## src/rtl/fluxo_dados_asteroides_n_pkg.sv

```systemverilog
// Shared definitions for the multi-asteroid datapath: scan FSM encoding and
// counter width helpers.
package fluxo_dados_asteroides_n_pkg;

    typedef enum logic [1:0] {
        OCIOSO = 2'd0,
        VARRE  = 2'd1,
        FIM    = 2'd2
    } estado_t;

    // Bits needed to count 0..n inclusive
    function automatic int largura_cont(input int n);
        return $clog2(n + 1);
    endfunction

    // Bits needed to index n slots, never zero
    function automatic int largura_idx(input int n);
        return (n > 1) ? $clog2(n) : 1;
    endfunction

endpackage

```

## src/rtl/fluxo_dados_asteroides_n_if.sv

```systemverilog
// Command/status bundle between the game control unit (master) and the
// asteroid datapath (slave).
interface fluxo_dados_asteroides_n_if
    import fluxo_dados_asteroides_n_pkg::*;
#(
    parameter int N_AST    = 4,
    parameter int COOR_W   = 4,
    parameter int VIDAS_W  = 4,
    parameter int PONTOS_W = 8
);
    logic                              iniciar_passo;
    logic                              spawn_valid;
    logic [COOR_W-1:0]                 spawn_x, spawn_y;
    logic                              spawn_ready;
    logic                              tiro_valid;
    logic [COOR_W-1:0]                 tiro_x, tiro_y;
    logic                              recarregar_vidas;
    logic                              ocupado;
    logic                              passo_fim;
    logic                              colisao;
    logic                              acertou;
    logic                              vidas;
    logic [VIDAS_W-1:0]                num_vidas;
    logic [PONTOS_W-1:0]               pontos;
    logic [largura_cont(N_AST)-1:0]    num_ativos;
    logic [N_AST-1:0]                  db_ativos;
    logic [N_AST*COOR_W-1:0]           db_coor_x, db_coor_y;

    modport master (
        output iniciar_passo, spawn_valid, spawn_x, spawn_y, tiro_valid, tiro_x, tiro_y,
               recarregar_vidas,
        input  spawn_ready, ocupado, passo_fim, colisao, acertou, vidas, num_vidas, pontos,
               num_ativos, db_ativos, db_coor_x, db_coor_y
    );

    modport slave (
        input  iniciar_passo, spawn_valid, spawn_x, spawn_y, tiro_valid, tiro_x, tiro_y,
               recarregar_vidas,
        output spawn_ready, ocupado, passo_fim, colisao, acertou, vidas, num_vidas, pontos,
               num_ativos, db_ativos, db_coor_x, db_coor_y
    );

endinterface

```

## src/rtl/fluxo_dados_asteroides_n_slot_asteroide.sv

```systemverilog
// One asteroid slot: active flag and position, stepping one unit per axis
// toward the ship; flags shot matches and ship collisions.
module fluxo_dados_asteroides_n_slot_asteroide #(
    parameter int COOR_W = 4,
    parameter int NAVE_X = 4,
    parameter int NAVE_Y = 0
) (
    input  logic              clock,
    input  logic              clear_n,
    input  logic              carrega,
    input  logic [COOR_W-1:0] carga_x,
    input  logic [COOR_W-1:0] carga_y,
    input  logic              passo,
    input  logic              limpa,
    input  logic [COOR_W-1:0] alvo_x,
    input  logic [COOR_W-1:0] alvo_y,
    output logic              ativo,
    output logic [COOR_W-1:0] x,
    output logic [COOR_W-1:0] y,
    output logic              acerto,
    output logic              colide
);
    localparam logic [COOR_W-1:0] NX = COOR_W'(NAVE_X);
    localparam logic [COOR_W-1:0] NY = COOR_W'(NAVE_Y);

    logic [COOR_W-1:0] prox_x, prox_y;

    // Target is in range, so a single-unit move toward it can never wrap
    function automatic logic [COOR_W-1:0] aproxima(input logic [COOR_W-1:0] c,
                                                   input logic [COOR_W-1:0] t);
        if (c < t)      return c + COOR_W'(1);
        else if (c > t) return c - COOR_W'(1);
        else            return c;
    endfunction

    assign prox_x = aproxima(x, NX);
    assign prox_y = aproxima(y, NY);
    assign colide = passo && ativo && (prox_x == NX) && (prox_y == NY);
    assign acerto = ativo && (x == alvo_x) && (y == alvo_y);

    always_ff @(posedge clock or negedge clear_n) begin
        if (!clear_n) begin
            ativo <= 1'b0;
            x     <= '0;
            y     <= '0;
        end else if (carrega) begin
            ativo <= 1'b1;
            x     <= carga_x;
            y     <= carga_y;
        end else if (limpa) begin
            ativo <= 1'b0;
        end else if (passo && ativo) begin
            x     <= prox_x;
            y     <= prox_y;
            ativo <= !colide;
        end
    end

endmodule

```

## src/rtl/fluxo_dados_asteroides_n.sv

```systemverilog
// Asteroid-field datapath: N_AST slots moved by a one-slot-per-cycle scan,
// spawn into the lowest free slot, shot hits, lives and score counters.
module fluxo_dados_asteroides_n
    import fluxo_dados_asteroides_n_pkg::*;
#(
    parameter int N_AST     = 4,
    parameter int COOR_W    = 4,
    parameter int VIDAS_W   = 4,
    parameter int VIDAS_INI = 3,
    parameter int PONTOS_W  = 8,
    parameter int NAVE_X    = 4,
    parameter int NAVE_Y    = 0
) (
    input  logic                     clock,
    input  logic                     clear_n,
    fluxo_dados_asteroides_n_if.slave bus
);
    localparam int CNT_W = largura_cont(N_AST);
    localparam int IDX_W = largura_idx(N_AST);

    estado_t                        estado, estado_prox;
    logic [IDX_W-1:0]               indice, indice_prox;
    logic [N_AST-1:0]               ativos, acertos, colide, carrega, varre, livre;
    logic [N_AST-1:0][COOR_W-1:0]   coor_x, coor_y;
    logic                           ocioso, tiro_ok, spawn_ok;
    logic [CNT_W-1:0]               n_acertos;
    logic [PONTOS_W:0]              soma_pontos;
    logic                           colisao_r, acertou_r;
    logic [VIDAS_W-1:0]             vidas_r;
    logic [PONTOS_W-1:0]            pontos_r;

    function automatic logic [CNT_W-1:0] popcount(input logic [N_AST-1:0] v);
        logic [CNT_W-1:0] c;
        c = '0;
        for (int i = 0; i < N_AST; i++) c = c + CNT_W'(v[i]);
        return c;
    endfunction

    assign ocioso   = (estado == OCIOSO);
    assign livre    = ~ativos;
    assign tiro_ok  = ocioso && bus.tiro_valid;
    assign spawn_ok = ocioso && bus.spawn_valid && (|livre);
    // Lowest set bit of the free mask, taken before this cycle's shot clears anything
    assign carrega  = spawn_ok ? (livre & (~livre + N_AST'(1))) : '0;

    for (genvar i = 0; i < N_AST; i++) begin : g_slot
        assign varre[i] = (estado == VARRE) && (indice == IDX_W'(i));

        fluxo_dados_asteroides_n_slot_asteroide #(
            .COOR_W(COOR_W), .NAVE_X(NAVE_X), .NAVE_Y(NAVE_Y)
        ) u_slot (
            .clock   (clock),
            .clear_n (clear_n),
            .carrega (carrega[i]),
            .carga_x (bus.spawn_x),
            .carga_y (bus.spawn_y),
            .passo   (varre[i]),
            .limpa   (tiro_ok && acertos[i]),
            .alvo_x  (bus.tiro_x),
            .alvo_y  (bus.tiro_y),
            .ativo   (ativos[i]),
            .x       (coor_x[i]),
            .y       (coor_y[i]),
            .acerto  (acertos[i]),
            .colide  (colide[i])
        );
    end

    always_comb begin
        estado_prox = estado;
        indice_prox = indice;
        case (estado)
            OCIOSO: if (bus.iniciar_passo) begin
                estado_prox = VARRE;
                indice_prox = '0;
            end
            VARRE: if (indice == IDX_W'(N_AST - 1)) estado_prox = FIM;
                   else indice_prox = indice + IDX_W'(1);
            FIM:     estado_prox = OCIOSO;
            default: estado_prox = OCIOSO;
        endcase
    end

    assign n_acertos   = tiro_ok ? popcount(acertos) : '0;
    assign soma_pontos = {1'b0, pontos_r} + (PONTOS_W + 1)'(n_acertos);

    always_ff @(posedge clock or negedge clear_n) begin
        if (!clear_n) begin
            estado    <= OCIOSO;
            indice    <= '0;
            colisao_r <= 1'b0;
            acertou_r <= 1'b0;
            vidas_r   <= VIDAS_W'(VIDAS_INI);
            pontos_r  <= '0;
        end else begin
            estado    <= estado_prox;
            indice    <= indice_prox;
            colisao_r <= |colide;
            acertou_r <= (n_acertos != '0);
            if (bus.recarregar_vidas)
                vidas_r <= VIDAS_W'(VIDAS_INI);
            else if ((|colide) && (vidas_r != '0))
                vidas_r <= vidas_r - VIDAS_W'(1);
            pontos_r  <= soma_pontos[PONTOS_W] ? '1 : soma_pontos[PONTOS_W-1:0];
        end
    end

    assign bus.spawn_ready = ocioso && (|livre);
    assign bus.ocupado     = !ocioso;
    assign bus.passo_fim   = (estado == FIM);
    assign bus.colisao     = colisao_r;
    assign bus.acertou     = acertou_r;
    assign bus.num_vidas   = vidas_r;
    assign bus.vidas       = (vidas_r != '0);
    assign bus.pontos      = pontos_r;
    assign bus.num_ativos  = popcount(ativos);
    assign bus.db_ativos   = ativos;
    assign bus.db_coor_x   = coor_x;
    assign bus.db_coor_y   = coor_y;

endmodule

```

## src/flat_wrapper.sv

```systemverilog
// flat-port wrapper written by rule: the top's interface ports become plain ports
module fluxo_dados_asteroides_n_flat import fluxo_dados_asteroides_n_pkg::*;
#(
    parameter int N_AST     = 4,
    parameter int COOR_W    = 4,
    parameter int VIDAS_W   = 4,
    parameter int VIDAS_INI = 3,
    parameter int PONTOS_W  = 8,
    parameter int NAVE_X    = 4,
    parameter int NAVE_Y    = 0
)
  (clock, clear_n, bus_iniciar_passo, bus_spawn_valid, bus_spawn_x, bus_spawn_y, bus_tiro_valid, bus_tiro_x, bus_tiro_y, bus_recarregar_vidas, bus_spawn_ready, bus_ocupado, bus_passo_fim, bus_colisao, bus_acertou, bus_vidas, bus_num_vidas, bus_pontos, bus_num_ativos, bus_db_ativos, bus_db_coor_x, bus_db_coor_y);
  fluxo_dados_asteroides_n_if #(.N_AST(N_AST), .COOR_W(COOR_W), .VIDAS_W(VIDAS_W), .PONTOS_W(PONTOS_W)) bus_i ();
  input  logic clock;
  input  logic clear_n;
  input wire logic [$bits(bus_i.iniciar_passo)-1:0] bus_iniciar_passo;
  input wire logic [$bits(bus_i.spawn_valid)-1:0] bus_spawn_valid;
  input wire logic [$bits(bus_i.spawn_x)-1:0] bus_spawn_x;
  input wire logic [$bits(bus_i.spawn_y)-1:0] bus_spawn_y;
  input wire logic [$bits(bus_i.tiro_valid)-1:0] bus_tiro_valid;
  input wire logic [$bits(bus_i.tiro_x)-1:0] bus_tiro_x;
  input wire logic [$bits(bus_i.tiro_y)-1:0] bus_tiro_y;
  input wire logic [$bits(bus_i.recarregar_vidas)-1:0] bus_recarregar_vidas;
  output wire logic [$bits(bus_i.spawn_ready)-1:0] bus_spawn_ready;
  output wire logic [$bits(bus_i.ocupado)-1:0] bus_ocupado;
  output wire logic [$bits(bus_i.passo_fim)-1:0] bus_passo_fim;
  output wire logic [$bits(bus_i.colisao)-1:0] bus_colisao;
  output wire logic [$bits(bus_i.acertou)-1:0] bus_acertou;
  output wire logic [$bits(bus_i.vidas)-1:0] bus_vidas;
  output wire logic [$bits(bus_i.num_vidas)-1:0] bus_num_vidas;
  output wire logic [$bits(bus_i.pontos)-1:0] bus_pontos;
  output wire logic [$bits(bus_i.num_ativos)-1:0] bus_num_ativos;
  output wire logic [$bits(bus_i.db_ativos)-1:0] bus_db_ativos;
  output wire logic [$bits(bus_i.db_coor_x)-1:0] bus_db_coor_x;
  output wire logic [$bits(bus_i.db_coor_y)-1:0] bus_db_coor_y;
  assign bus_i.iniciar_passo = bus_iniciar_passo;
  assign bus_i.spawn_valid = bus_spawn_valid;
  assign bus_i.spawn_x = bus_spawn_x;
  assign bus_i.spawn_y = bus_spawn_y;
  assign bus_i.tiro_valid = bus_tiro_valid;
  assign bus_i.tiro_x = bus_tiro_x;
  assign bus_i.tiro_y = bus_tiro_y;
  assign bus_i.recarregar_vidas = bus_recarregar_vidas;
  assign bus_spawn_ready = bus_i.spawn_ready;
  assign bus_ocupado = bus_i.ocupado;
  assign bus_passo_fim = bus_i.passo_fim;
  assign bus_colisao = bus_i.colisao;
  assign bus_acertou = bus_i.acertou;
  assign bus_vidas = bus_i.vidas;
  assign bus_num_vidas = bus_i.num_vidas;
  assign bus_pontos = bus_i.pontos;
  assign bus_num_ativos = bus_i.num_ativos;
  assign bus_db_ativos = bus_i.db_ativos;
  assign bus_db_coor_x = bus_i.db_coor_x;
  assign bus_db_coor_y = bus_i.db_coor_y;
  fluxo_dados_asteroides_n #(.N_AST(N_AST), .COOR_W(COOR_W), .VIDAS_W(VIDAS_W), .VIDAS_INI(VIDAS_INI), .PONTOS_W(PONTOS_W), .NAVE_X(NAVE_X), .NAVE_Y(NAVE_Y)) u_core (.clock(clock), .clear_n(clear_n), .bus(bus_i));
endmodule
```

## config.mk

```make
export PLATFORM = sky130hd
export DESIGN_NAME = fluxo_dados_asteroides_n_flat
export DESIGN_NICKNAME = d
export VERILOG_FILES = /design/src/rtl/fluxo_dados_asteroides_n_pkg.sv /design/src/rtl/fluxo_dados_asteroides_n_if.sv /design/src/rtl/fluxo_dados_asteroides_n_slot_asteroide.sv /design/src/rtl/fluxo_dados_asteroides_n.sv /design/src/flat_wrapper.sv
export SDC_FILE = /design/constraint.sdc
export NUM_CORES = 1
export LEC_CHECK = 0
export CAP_MARGIN = 10
export CORE_ASPECT_RATIO = 0.75
export CORE_MARGIN = 2
export CORE_UTILIZATION = 58
export CTS_BUF_LIST = sky130_fd_sc_hd__clkbuf_16
export DETAILED_ROUTE_END_ITERATION = 16
export GPL_ROUTABILITY_DRIVEN = 0
export GPL_TIMING_DRIVEN = 0
export PLACE_DENSITY = 0.86
export REMOVE_ABC_BUFFERS = 1
export SYNTH_ARGS = -nofsm -noshare
export SYNTH_HDL_FRONTEND = slang
export SYNTH_HIERARCHICAL = 1
export SYNTH_SLANG_ARGS = --single-unit
export TNS_END_PERCENT = 5
```

## constraint.sdc

```tcl
create_clock -name clock -period 10.5 [get_ports clock]
set_input_delay 2.625 -clock clock [delete_from_list [all_inputs] [get_ports clock]]
set_output_delay 2.625 -clock clock [all_outputs]
set_load 0.02 [all_outputs]
```

## After elaboration in Yosys (flattened, before gate mapping)

Cells that the tools add are included.

- Bits in registers: 54

- Bitwise operators: 3
- $lt $le $gt $ge: 16
- Multiplexer cells: 63
- $add $sub $neg: 26
- Eq/ne operators: 24
- Reduce and logical (&&, ||, !) cells: 64

Operators by type and width:

| operator | number |
|---|---|
| $mux 4 | 43 |
| $add 4x1->4 const B | 9 |
| $sub 4x1->4 const B | 9 |
| $logic_and 1x1->1 | 33 |
| $eq 4x4->1 | 8 |
| $eq 4x3->1 const B | 4 |
| $gt 4x1->1 const B | 4 |
| $gt 4x3->1 const B | 4 |
| $logic_not 4->1 | 4 |
| $lt 4x1->1 const B | 4 |
| $lt 4x3->1 const B | 4 |
| $reduce_bool 3->1 | 5 |
| $add 3x1->3 | 4 |
| $mux 1 | 12 |
| $reduce_bool 2->1 | 6 |
| $reduce_and 2->1 | 5 |
| $add 8x3->9 | 1 |
| $mux 2 | 4 |
| $mux 8 | 1 |
| $ne 2x1->1 const B | 4 |
| $not 4->4 | 2 |
| $pmux 2 s2 | 2 |
| $reduce_or 4->1 | 2 |
| $eq 2x2->1 const B | 3 |
| other kinds (10) | 19 |

## Logic depth before layout (Yosys ltp)

Gate-level depths: netlist of the first run.

- Word-level depth: 10
- Mapped depth: 13

## By module

The synthesis of the first run kept the hierarchy.

Modules (own cells, without submodules):

| module | times used | sequential area each (µm²) | area each (µm²) | cells each |
|---|---|---|---|---|
| fluxo_dados_asteroides_n_slot_asteroide | 4 | 225.2 | 823.3 | 96 |
| fluxo_dados_asteroides_n | 1 | 452.9 | 1219.9 | 127 |

## Least setup slack after synthesis of the first run

OpenSTA, ideal clock, no wires.

- Path type: input to register
- From: in bus_tiro_y[0]
- To: reg u_core.pontos_r[5], in the netlist u_core/bus.pontos[5]
- Stages on the path: 12
- Buffers on the path: 0
- Arrival: 5.465 ns
- Data required time: 10.375 ns
- Library setup time: 0.125 ns
- Setup slack: 4.911 ns
- Path through: xor2_1 -> nor4_1 -> nand3_1 -> nor4_2 -> fa_1 -> ha_1 -> ha_1 -> and2_1 -> fa_1 -> a21oi_1 -> o21ai_0 -> mux2_2

- Longest elaborated chain between the ends: 8
- Elaborated cells on any way between the ends: 14
- Those cells by class: add/sub (4); eq/ne (4); mux (2); reduce/logical (4)

Ends and longest elaborated chain:

| element | line | source |
|---|---|---|
| start: declaration | flat_wrapper.sv:22 | `input wire logic [$bits(bus_i.tiro_y)-1:0] bus_tiro_y;` |
| $eq 4x4->1 | fluxo_dados_asteroides_n_slot_asteroide.sv:39 | `assign acerto = ativo && (x == alvo_x) && (y == alvo_y);` |
| $logic_and 1x1->1 | fluxo_dados_asteroides_n_slot_asteroide.sv:39 |  |
| named net u_core.acertos[1] | fluxo_dados_asteroides_n.sv:23 | `logic [N_AST-1:0] ativos, acertos, colide, carrega, varre, livre;` |
| $add 1x1->2 | fluxo_dados_asteroides_n.sv:35 | `for (int i = 0; i < N_AST; i++) c = c + CNT_W'(v[i]);` |
| $add 3x1->3 (2 in a row) | fluxo_dados_asteroides_n.sv:35 |  |
| $mux 3 | fluxo_dados_asteroides_n.sv:84 | `assign n_acertos = tiro_ok ? popcount(acertos) : '0;` |
| $add 8x3->9 | fluxo_dados_asteroides_n.sv:85 | `assign soma_pontos = {1'b0, pontos_r} + (PONTOS_W + 1)'(n_acertos);` |
| $mux 8 | fluxo_dados_asteroides_n.sv:104 | `pontos_r <= soma_pontos[PONTOS_W] ? '1 : soma_pontos[PONTOS_W-1:0];` |
| end signal: assignment | fluxo_dados_asteroides_n.sv:104 |  |
| end: declaration | fluxo_dados_asteroides_n.sv:30 | `logic [PONTOS_W-1:0] pontos_r;` |

The timed path passes the listed nets, and every way through them passes these cells.
A chain may end at the register's enable or synchronous reset.

## Worst setup path after layout of the first run

Ends and elaborated chain as after synthesis.

==> results of run 1 <==
flip-flops by register name, summed over array words and instances (netlist names):
signal and flops:
u_core/estado 2, u_core/g_slot.u_slot/y 16, u_core/bus.colisao 1, u_core/g_slot.u_slot/x 16, u_core/indice 2, u_core/bus.acertou 1
u_core/g_slot.u_slot/ativo 4, u_core/bus.num_vidas 4, u_core/bus.pontos 8
power by group through the flow:
| stage | clock network [W] | logic (W) | registers [W] |
|---|---|---|---|
| 2_1_floorplan | 0 | 0.000577 | 0.000498 |
| 5_1_grt | 0.000179 | 0.00106 | 0.000480 |
| 6_report | 0.000167 | 0.000983 | 0.000464 |
| 3_5_place_dp | 0 | 0.000964 | 0.000461 |
| 3_3_place_gp | 0 | 0.000917 | 0.000455 |
| 4_1_cts | 0.000169 | 0.000970 | 0.000459 |
through the flow:
step / utilization, % / instance area (sq um) / cells / total power, W / setup WS [ps]
floorplan: - / 4353 / 487 / 0.001075 / 4899
global placement: 70.77 / 5260 / 666 / 0.001373 / 3945
detailed placement: 71.16 / 5289 / 668 / 0.001424 / 3884
CTS: 73.06 / 5430 / 676 / 0.001599 / 4127
global route: 73.13 / 5435 / 676 / 0.001721 / 3903
finish: 73.13 / 5435 / 676 / 0.001613 / 4086
final cells by class:
class	count	area (sq um)
Multi-Input combinational cell	378	2804
Fill cell	541	1997
Sequential cell	54	1354
Timing Repair Buffer	80	803.3
Inverter	55	206.4
Tap cell	101	126.4
Clock buffer	5	125.1
Clock inverter	3	16.27
metal layers:
layer	vias up	wire length, um
met5	-	0
met1	1981	5231
met2	213	5610
li1	1921	-
met4	0	136
met3	16	977
worst min-delay path: stages (launching register included):
cell,delay (ps)
dfstp_2,390
o21ai_0,70
nand3_1,80
cells in the mapped netlist (9+ instances only):
| cell | n |
|---|---|
| mux2i_1 | 13 |
| a21oi_1 | 31 |
| and2_1 | 12 |
| xnor2_1 | 21 |
| nor4_1 | 9 |
| dfrtp_1 | 52 |
| inv_1 | 55 |
| nor2_1 | 23 |
| ha_1 | 31 |
| xor2_1 | 28 |
| a31oi_1 | 13 |
| o21ai_0 | 44 |
| nand2_1 | 39 |
cell families (layout without fill, tap and decap cells):
| logic type | count (synthesis) | in the layout |
|---|---|---|
| and+or+nand+nor | 150 | 150 |
| AOI/OAI and AO/OA | 126 | 126 |
| buffers and inverters | 79 | 143 |
| DFF | 54 | 54 |
| xor gates and xnor gates | 49 | 49 |
| adders and majority gates | 34 | 34 |
| muxes | 19 | 19 |
how the worst max path moves through the flow:
stage                              from                    to  slack (ps)  depth (start not counted)
final                     bus_tiro_y[0]  u_core/bus.pontos[5]        4090                         13
after global routing      bus_tiro_x[3]  u_core/bus.pontos[5]        3900                         13
after CTS                 bus_tiro_y[0]  u_core/bus.pontos[5]        4130                         13
after detailed placement  bus_tiro_y[0]  u_core/bus.pontos[5]        3880                         13
after global placement    bus_tiro_y[0]  u_core/bus.pontos[5]        3940                         13
after floorplan           bus_tiro_y[0]  u_core/bus.pontos[5]        4900                         12
==> run summary, run 1 <==
Met2 Use GR = 47.48%
Hold path endpoint = u_core/bus.num_vidas[0]
Initial Utilization = 60.72%
Synth area leaders = dfrtp_1 (29%), ha_1 (8.6%), xor2_1 (5.4%), o21ai_0 (4.9%), inv_1 (4.6%)
Worst path cell trace = clkdlybuf4s50_1 -> xor2_1 -> nor4_1 -> nand3_1 -> nor4_2 -> fa_1 -> ha_1 -> ha_1 -> and2_1 -> fa_1 -> a21oi_1 -> o21ai_0 -> mux2_2
Synth Area in XOR/XNOR = 9.509%
Netlist cell types = 48
Synth Register Bits = 54
Reg2Reg Depth = 12
Highest Clock Rate = 155.9 MHz
Clk slew on worst S/H paths = 80 ps
Worst min path class = flop to flop
HPWL after DPL = 8991 um
Number of global-route vias before repair = 3,820
Flop pwr share = 28.7%
Worst r2r src = u_core/g_slot[1].u_slot/y[0]
First-pass GRT wire length = 18,930 um
CTS H-Tree Depth = 2
P per Cell Area = 296.8 mW/mm^2
Largest family of logic cells by synthesized area = simple AND/OR/NAND/NOR gates
Cell Area, Synth = 0.004513 sq mm
Clock Latency Late Sink = 300 ps
Most common cell after layout, fill and taps aside = clkdlybuf4s50_1
Reg2reg setup slack = 6480 ps
I/O Buffers = 78
Clock Root Buffer = clkbuf_16
Total wire length = 11,960 um
Post-synth top area cell = dfrtp_1
Slowest cell on crit path = clkdlybuf4s50_1
Status = finished, final reports clean
1st-iter DRT viols = 323
Critical path type = primary input to flop
Post-synthesis mux area share = 4.380%
Largest net degree at the start of global routing = 39
Deepest clock path buffer count = 2
CTS tree = yes
YS warnings = 6
Final Skew = 9.678 ps
Io pins = 79
Critical path's top delay family = adder cells
Cts bufs inserted = 5
Crit path largest cell delay = 570 ps
Core area = 0.007432 sq mm
DRC = 0
Static leakage = 2.289 nW
Compound-Gate Fraction of Synth Area = 18.88%
TNS Setup = 0 ps
Max-cap violations = 0
Gate Count Post-Synth = 511
FF-to-FF End = u_core/bus.pontos[5]
ANT cells = 0
Crit path capture type = flop
Async SR Flop Fraction = 100.0%
DRT Pass-1 Iters = 4
Adder-Cell Fraction of Synth Area = 9.925%
Via count = 4,131
Net Sw Frac = 49.33%
CP required = 10,690 ps
Placement Rows = 27
Post-synthesis sequential area ratio = 30.00%
Arr. time, crit path = 6600 ps
Grt total ovfl = 0
Commonest non-fill, non-tap cells in the layout = clkdlybuf4s50_1 (77), inv_1 (55), dfrtp_1 (52)
Setup-failing EPs final = 0
RSZ-0062 raised after global routing = no
Bufs and invs on worst path = 1
Combinational share of power = 60.9%
Share of cells above drive strength 1 = 6.783%
DR WL/cell = 17.68 um
Peak supply drop = 0.1694 mV
Share of the synthesized area in the top cell type = 28.83%
Hold Startpoint = u_core/bus.num_vidas[0]
DR vias/cell = 6.111
Grt peak-use layer = met2
Resize count post-CTS = 0
Grt met3 use = 5.357%
Number of setup buffers added after CTS = 0
P_sw = 0.0007959 W
Internal power = 0.0008175 W
Least-Margin Pin Slew = 757.8 ps
Endpoints failing hold = 0
Die Height = 80.40 um
Top FF cell, synth = dfrtp_1
Post-route clock period utilization = 61.09%
Initial antenna violation count = 0
GRT Overall Usage = 28.32%
Nets = 630
Clk sinks = 54
Fin. max-slew vios = 0
Slew headroom = 49.26%
CTS hold repair buffers = 0
Number of flops mapped to enable cells by yosys = 0
Met1 global-route usage = 37.70%
Worst-path fanout max = 4
CP startpoint kind = primary input
Period minus WS final = 6414 ps
Post-Synth Simple-Gate Area = 19.18%
WHS Path Cells = 2
Clock power frac = 10.3%
Synthesis-to-layout area growth = 20.43%
Worst hold margin = 538.9 ps
Final ANT Viol Nets = 0
Die ar. = 0.008510 sq mm
Die X-Extent = 105.9 um
Mean Syn Cell Area = 8.832 sq um
Note: power is estimated with default switching activity, not from simulation.
==> run 2, diff against run 1 <==
--- a/config.mk
+++ b/config.mk
@@ -8,12 +8,12 @@
 export CAP_MARGIN = 10
 export CORE_ASPECT_RATIO = 0.75
 export CORE_MARGIN = 2
-export CORE_UTILIZATION = 58
+export CORE_UTILIZATION = 49
 export CTS_BUF_LIST = sky130_fd_sc_hd__clkbuf_16
 export DETAILED_ROUTE_END_ITERATION = 16
 export GPL_ROUTABILITY_DRIVEN = 0
 export GPL_TIMING_DRIVEN = 0
-export PLACE_DENSITY = 0.86
+export PLACE_DENSITY = 0.77
 export REMOVE_ABC_BUFFERS = 1
 export SYNTH_ARGS = -nofsm -noshare
 export SYNTH_HDL_FRONTEND = slang
==> constraint.sdc (replaced) <==
create_clock -name clock -period 5.7 [get_ports clock]
set_input_delay 1.425 -clock clock [delete_from_list [all_inputs] [get_ports clock]]
set_output_delay 1.425 -clock clock [all_outputs]
set_load 0.02 [all_outputs]
==> run summary, run 2 (synthesis results as in run 1) <==
Status = finished, final reports clean
Net Sw Frac = 49.14%
Static leakage = 2.298 nW
Die X-Extent = 114.8 um
Clock Latency Late Sink = 300 ps
RSZ-0062 raised after global routing = no
Total wire length = 12,160 um
TNS Setup = 0 ps
Fin. max-slew vios = 0
Grt peak-use layer = met2
Clock Root Buffer = clkbuf_16
Highest Clock Rate = 192.3 MHz
Endpoints failing hold = 0
DR WL/cell = 17.70 um
Flop pwr share = 29.0%
Clk sinks = 54
Period minus WS final = 5199 ps
Share of cells above drive strength 1 = 6.435%
Number of setup buffers added after CTS = 0
Largest net degree at the start of global routing = 39
Setup-failing EPs final = 0
Resize count post-CTS = 0
1st-iter DRT viols = 274
Worst min path class = flop to flop
Core area = 0.009009 sq mm
Cts bufs inserted = 5
Clk slew on worst S/H paths = 70 ps
Final Skew = 4.922 ps
CP startpoint kind = primary input
P_sw = 0.001450 W
Internal power = 0.001501 W
Critical path type = primary input to flop
Grt total ovfl = 0
CTS hold repair buffers = 0
Crit path capture type = flop
Die ar. = 0.01000 sq mm
Deepest clock path buffer count = 2
CP required = 5880 ps
Initial antenna violation count = 0
Post-route clock period utilization = 91.21%
First-pass GRT wire length = 19,060 um
Die Height = 87.12 um
DRC = 0
HPWL after DPL = 8958 um
Arr. time, crit path = 5380 ps
Synthesis-to-layout area growth = 20.54%
Worst-path fanout max = 4
DRT Pass-1 Iters = 5
Most common cell after layout, fill and taps aside = clkdlybuf4s50_1
Placement Rows = 30
Commonest non-fill, non-tap cells in the layout = clkdlybuf4s50_1 (77), inv_1 (57), dfrtp_1 (52)
Layout filler cell count = 794
Combinational share of power = 60.9%
Total power = 0.002951 W
ANT cells = 0
Met2 Use GR = 39.91%
Max-cap violations = 0
Via count = 4,073
Slew headroom = 54.34%
CTS H-Tree Depth = 2
Io pins = 79
Peak supply drop = 0.3315 mV
Least-Margin Pin Slew = 682.4 ps
I/O Buffers = 78
Clock power frac = 10.1%
CTS tree = yes
Grt met3 use = 4.454%
Initial Utilization = 50.10%
Nets = 631
Number of global-route vias before repair = 3,763
Final ANT Viol Nets = 0
GRT Overall Usage = 24.32%
Met1 global-route usage = 33.03%
P per Cell Area = 542.4 mW/mm^2
DR vias/cell = 5.929
-- run 2: final timing paths --
check | startpoint | end | slack (ps) | depth (start not counted)
max | bus_tiro_y[0] | u_core/bus.pontos[5] | 500 | 13
min | u_core/bus.num_vidas[0] | u_core/bus.num_vidas[0] | 570 | 2
max reg2reg | u_core/g_slot[1].u_slot/y[0] | u_core/bus.pontos[5] | 1720 | 12
min reg2reg | u_core/bus.num_vidas[0] | u_core/bus.num_vidas[0] | 570 | 2
max in group asynchronous | clear_n | u_core/bus.num_vidas[0] | 4000 | 2
min in group asynchronous | clear_n | u_core/g_slot[0].u_slot/ativo | 1070 | 1
-- run 2: per-stage QoR --
step / worst slack (ps) / cell area (sq um) / std cells / utilization [%] / hold WS, ps
after global routing: 339.2 / 5440 / 687 / 60.39 / 566.7
after floorplan: 1299 / 4353 / 487 / - / 517.0
after global placement: 414.2 / 5274 / 677 / 58.54 / 520.4
after CTS: 483.2 / 5435 / 686 / 60.33 / 562.5
after detailed placement: 191.9 / 5303 / 679 / 58.86 / 557.2
final: 500.8 / 5440 / 687 / 60.39 / 565.6
-- run 2: per-layer routing --
metal,routed length (um),vias up,part of all wire (%)
met5,0,-,0
met4,202,0,1.7
met3,710,20,5.8
met2,5734,162,47
met1,5510,1963,45
li1,-,1928,-
-- run 2: layout make-up --
type	instances	area [sq um]	share of cell area, %
multi-input cells	378	2799	51.45
clock inverters	2	7.507	0.1380
flip-flops and latches	54	1354	24.89
inverters	55	206.4	3.795
repair buffers	81	808.3	14.86
well taps	112	140.1	2.576
clock buffers	5	125.1	2.300
-- run 2: power by group through the flow --
| stage | combinational [W] | sequential [W] | clock (W) |
|---|---|---|---|
| floorplan | 0.00106 | 0.000918 | 0 |
| global placement | 0.00170 | 0.000847 | 0 |
| detailed placement | 0.00176 | 0.000853 | 0 |
| CTS | 0.00178 | 0.000850 | 0.000305 |
| global route | 0.00194 | 0.000892 | 0.000320 |
| finish | 0.00180 | 0.000855 | 0.000299 |
-- run 2: critical path: stages --
cell and delay [ps]:
clkdlybuf4s50_1 580, xor2_1 220, nor4_1 350, nand3_1 150
nor4_2 280, fa_1 510, ha_1 200, ha_1 290
and2_1 180, fa_1 450, a21oi_1 320, o21ai_0 150
mux2_2 270
==> run 3, diff against run 2 <==
--- a/config.mk
+++ b/config.mk
@@ -5,15 +5,15 @@
 export SDC_FILE = /design/constraint.sdc
 export NUM_CORES = 1
 export LEC_CHECK = 0
-export CAP_MARGIN = 10
+export CAP_MARGIN = 20
 export CORE_ASPECT_RATIO = 0.75
 export CORE_MARGIN = 2
-export CORE_UTILIZATION = 49
+export CORE_UTILIZATION = 58
 export CTS_BUF_LIST = sky130_fd_sc_hd__clkbuf_16
 export DETAILED_ROUTE_END_ITERATION = 16
 export GPL_ROUTABILITY_DRIVEN = 0
 export GPL_TIMING_DRIVEN = 0
-export PLACE_DENSITY = 0.77
+export PLACE_DENSITY = 0.86
 export REMOVE_ABC_BUFFERS = 1
 export SYNTH_ARGS = -nofsm -noshare
 export SYNTH_HDL_FRONTEND = slang
==> constraint.sdc (replaced) <==
create_clock -name clock -period 6.35 [get_ports clock]
set_input_delay 1.5875 -clock clock [delete_from_list [all_inputs] [get_ports clock]]
set_output_delay 1.5875 -clock clock [all_outputs]
set_load 0.02 [all_outputs]
==> run summary, run 3 (synthesis results as in run 1) <==
Crit path capture type = flop
CTS tree = yes
Net Sw Frac = 48.21%
Clk sinks = 54
Flop pwr share = 27.7%
Area after DPL = 0.005294 sq mm
Die Height = 80.40 um
Post-route clock period utilization = 85.82%
Deepest clock path buffer count = 2
Number of global-route vias before repair = 3,865
Share of cells above drive strength 1 = 6.771%
GRT Overall Usage = 29.21%
Critical path type = primary input to flop
Reg2Reg Depth = 12
I/O Buffers = 78
Nets = 631
Slew headroom = 50.25%
DR vias/cell = 6.258
HPWL after DPL = 9056 um
Most common cell after layout, fill and taps aside = clkdlybuf4s50_1
Total power = 0.002765 W
Highest Clock Rate = 183.5 MHz
Number of setup buffers added after CTS = 0
First-pass GRT wire length = 19,730 um
Status = finished, final reports clean
Initial antenna violation count = 0
Least-Margin Pin Slew = 743.5 ps
Clock Root Buffer = clkbuf_16
Die X-Extent = 105.9 um
Cts bufs inserted = 5
Register Area = 0.001354 sq mm
Setup-failing EPs final = 0
Initial Utilization = 60.72%
Endpoints failing hold = 0
Internal power = 0.001432 W
Die ar. = 0.008510 sq mm
Clock Latency Late Sink = 300 ps
Worst min path class = flop to flop
Final instance area = 0.005483 sq mm
Combinational share of power = 59.3%
Layout filler cell count = 543
Max-cap violations = 0
DRT Pass-1 Iters = 5
Peak supply drop = 0.2800 mV
Clk slew on worst S/H paths = 80 ps
CTS H-Tree Depth = 2
Commonest non-fill, non-tap cells in the layout = clkdlybuf4s50_1 (77), inv_1 (55), dfrtp_1 (52)
CP startpoint kind = primary input
P per Cell Area = 504.3 mW/mm^2
ANT cells = 0
Io pins = 79
Fin. max-slew vios = 0
1st-iter DRT viols = 378
Placement Rows = 27
CP required = 6530 ps
Static leakage = 2.318 nW
Final ANT Viol Nets = 0
DR WL/cell = 18.26 um
DRC = 0
CTS hold repair buffers = 0
Arr. time, crit path = 5630 ps
Hold Startpoint = u_core/bus.num_vidas[0]
Worst Setup SP = bus_tiro_y[0]
P_sw = 0.001333 W
Multi-input logic area = 0.002799 sq mm
Via count = 4,237
Total wire length = 12,360 um
Grt total ovfl = 0
Worst-path fanout max = 4
Final Skew = 9.478 ps
TNS Setup = 0 ps
RSZ-0062 raised after global routing = no
Synthesis-to-layout area growth = 21.49%
WHS Path Cells = 2
Clock power frac = 13.0%
Core area = 0.007432 sq mm
Worst r2r src = u_core/g_slot[1].u_slot/y[0]
Period minus WS final = 5449 ps
Largest net degree at the start of global routing = 39
Resize count post-CTS = 0
## run 3: changes by cell type in the layout (fill, tap and decap cells not counted)
cell       before  now
bufinv_16       0    2
inv_1          57   55
clkinv_1        0    1
## run 3: final timing paths
kind / endpoint / slack, ps
worst max register to register: u_core/bus.pontos[5] / 2280
worst min-delay path: u_core/bus.num_vidas[0] / 540
max in group asynchronous: u_core/g_slot[0].u_slot/ativo / 4600
worst max-delay path: u_core/bus.pontos[5] / 900
min in group asynchronous: u_core/bus.pontos[1] / 1200
worst min register to register: u_core/bus.num_vidas[0] / 540
## run 3: power by group through the flow
| stage | logic (W) | registers, W | clock network, W |
|---|---|---|---|
| 6_report | 0.00164 | 0.000766 | 0.000359 |
| 4_1_cts | 0.00162 | 0.000759 | 0.000360 |
| 2_1_floorplan | 0.000955 | 0.000824 | 0 |
| 3_5_place_dp | 0.00160 | 0.000761 | 0 |
| 5_1_grt | 0.00177 | 0.000796 | 0.000376 |
| 3_3_place_gp | 0.00152 | 0.000753 | 0 |
## run 3: worst max-delay path, stage by stage
cell and delay (ps):
clkdlybuf4s50_1 580, xor2_1 230, nor4_1 330, nand3_1 170
nor4_2 430, fa_1 520, ha_1 190, ha_1 280
and2_1 180, fa_1 450, a21oi_1 290, o21ai_0 130
mux2_2 260
## run 3: layout make-up
type | count | share of cell area [%]
Sequential cell | 54 | 24.69
Clock buffer | 5 | 2.282
Inverter | 55 | 3.765
Clock inverter | 3 | 1.164
Multi-Input combinational cell | 378 | 51.05
Tap cell | 101 | 2.305
Timing Repair Buffer | 81 | 14.74
## run 3: stage by stage
stage	util [%]	std cells	setup slack (ps)	hold WS, ps
after floorplan	-	487	1787	517.0
after global placement	70.77	666	832.1	517.4
after detailed placement	71.23	669	715.5	540.5
after CTS	73.77	677	960.8	551.7
after global routing	73.77	677	757.5	606.8
final	73.77	677	900.6	544.0
## run 3: metal layers
| metal | part of all wire, % | vias up | GRT usage, % |
|---|---|---|---|
| met4 | 2.0 | 0 | 8.289 |
| met3 | 9.3 | 25 | 4.464 |
| met5 | 0 | - | 0 |
| li1 | - | 1930 | - |
| met1 | 42 | 2026 | 39.51 |
| met2 | 47 | 256 | 48.97 |
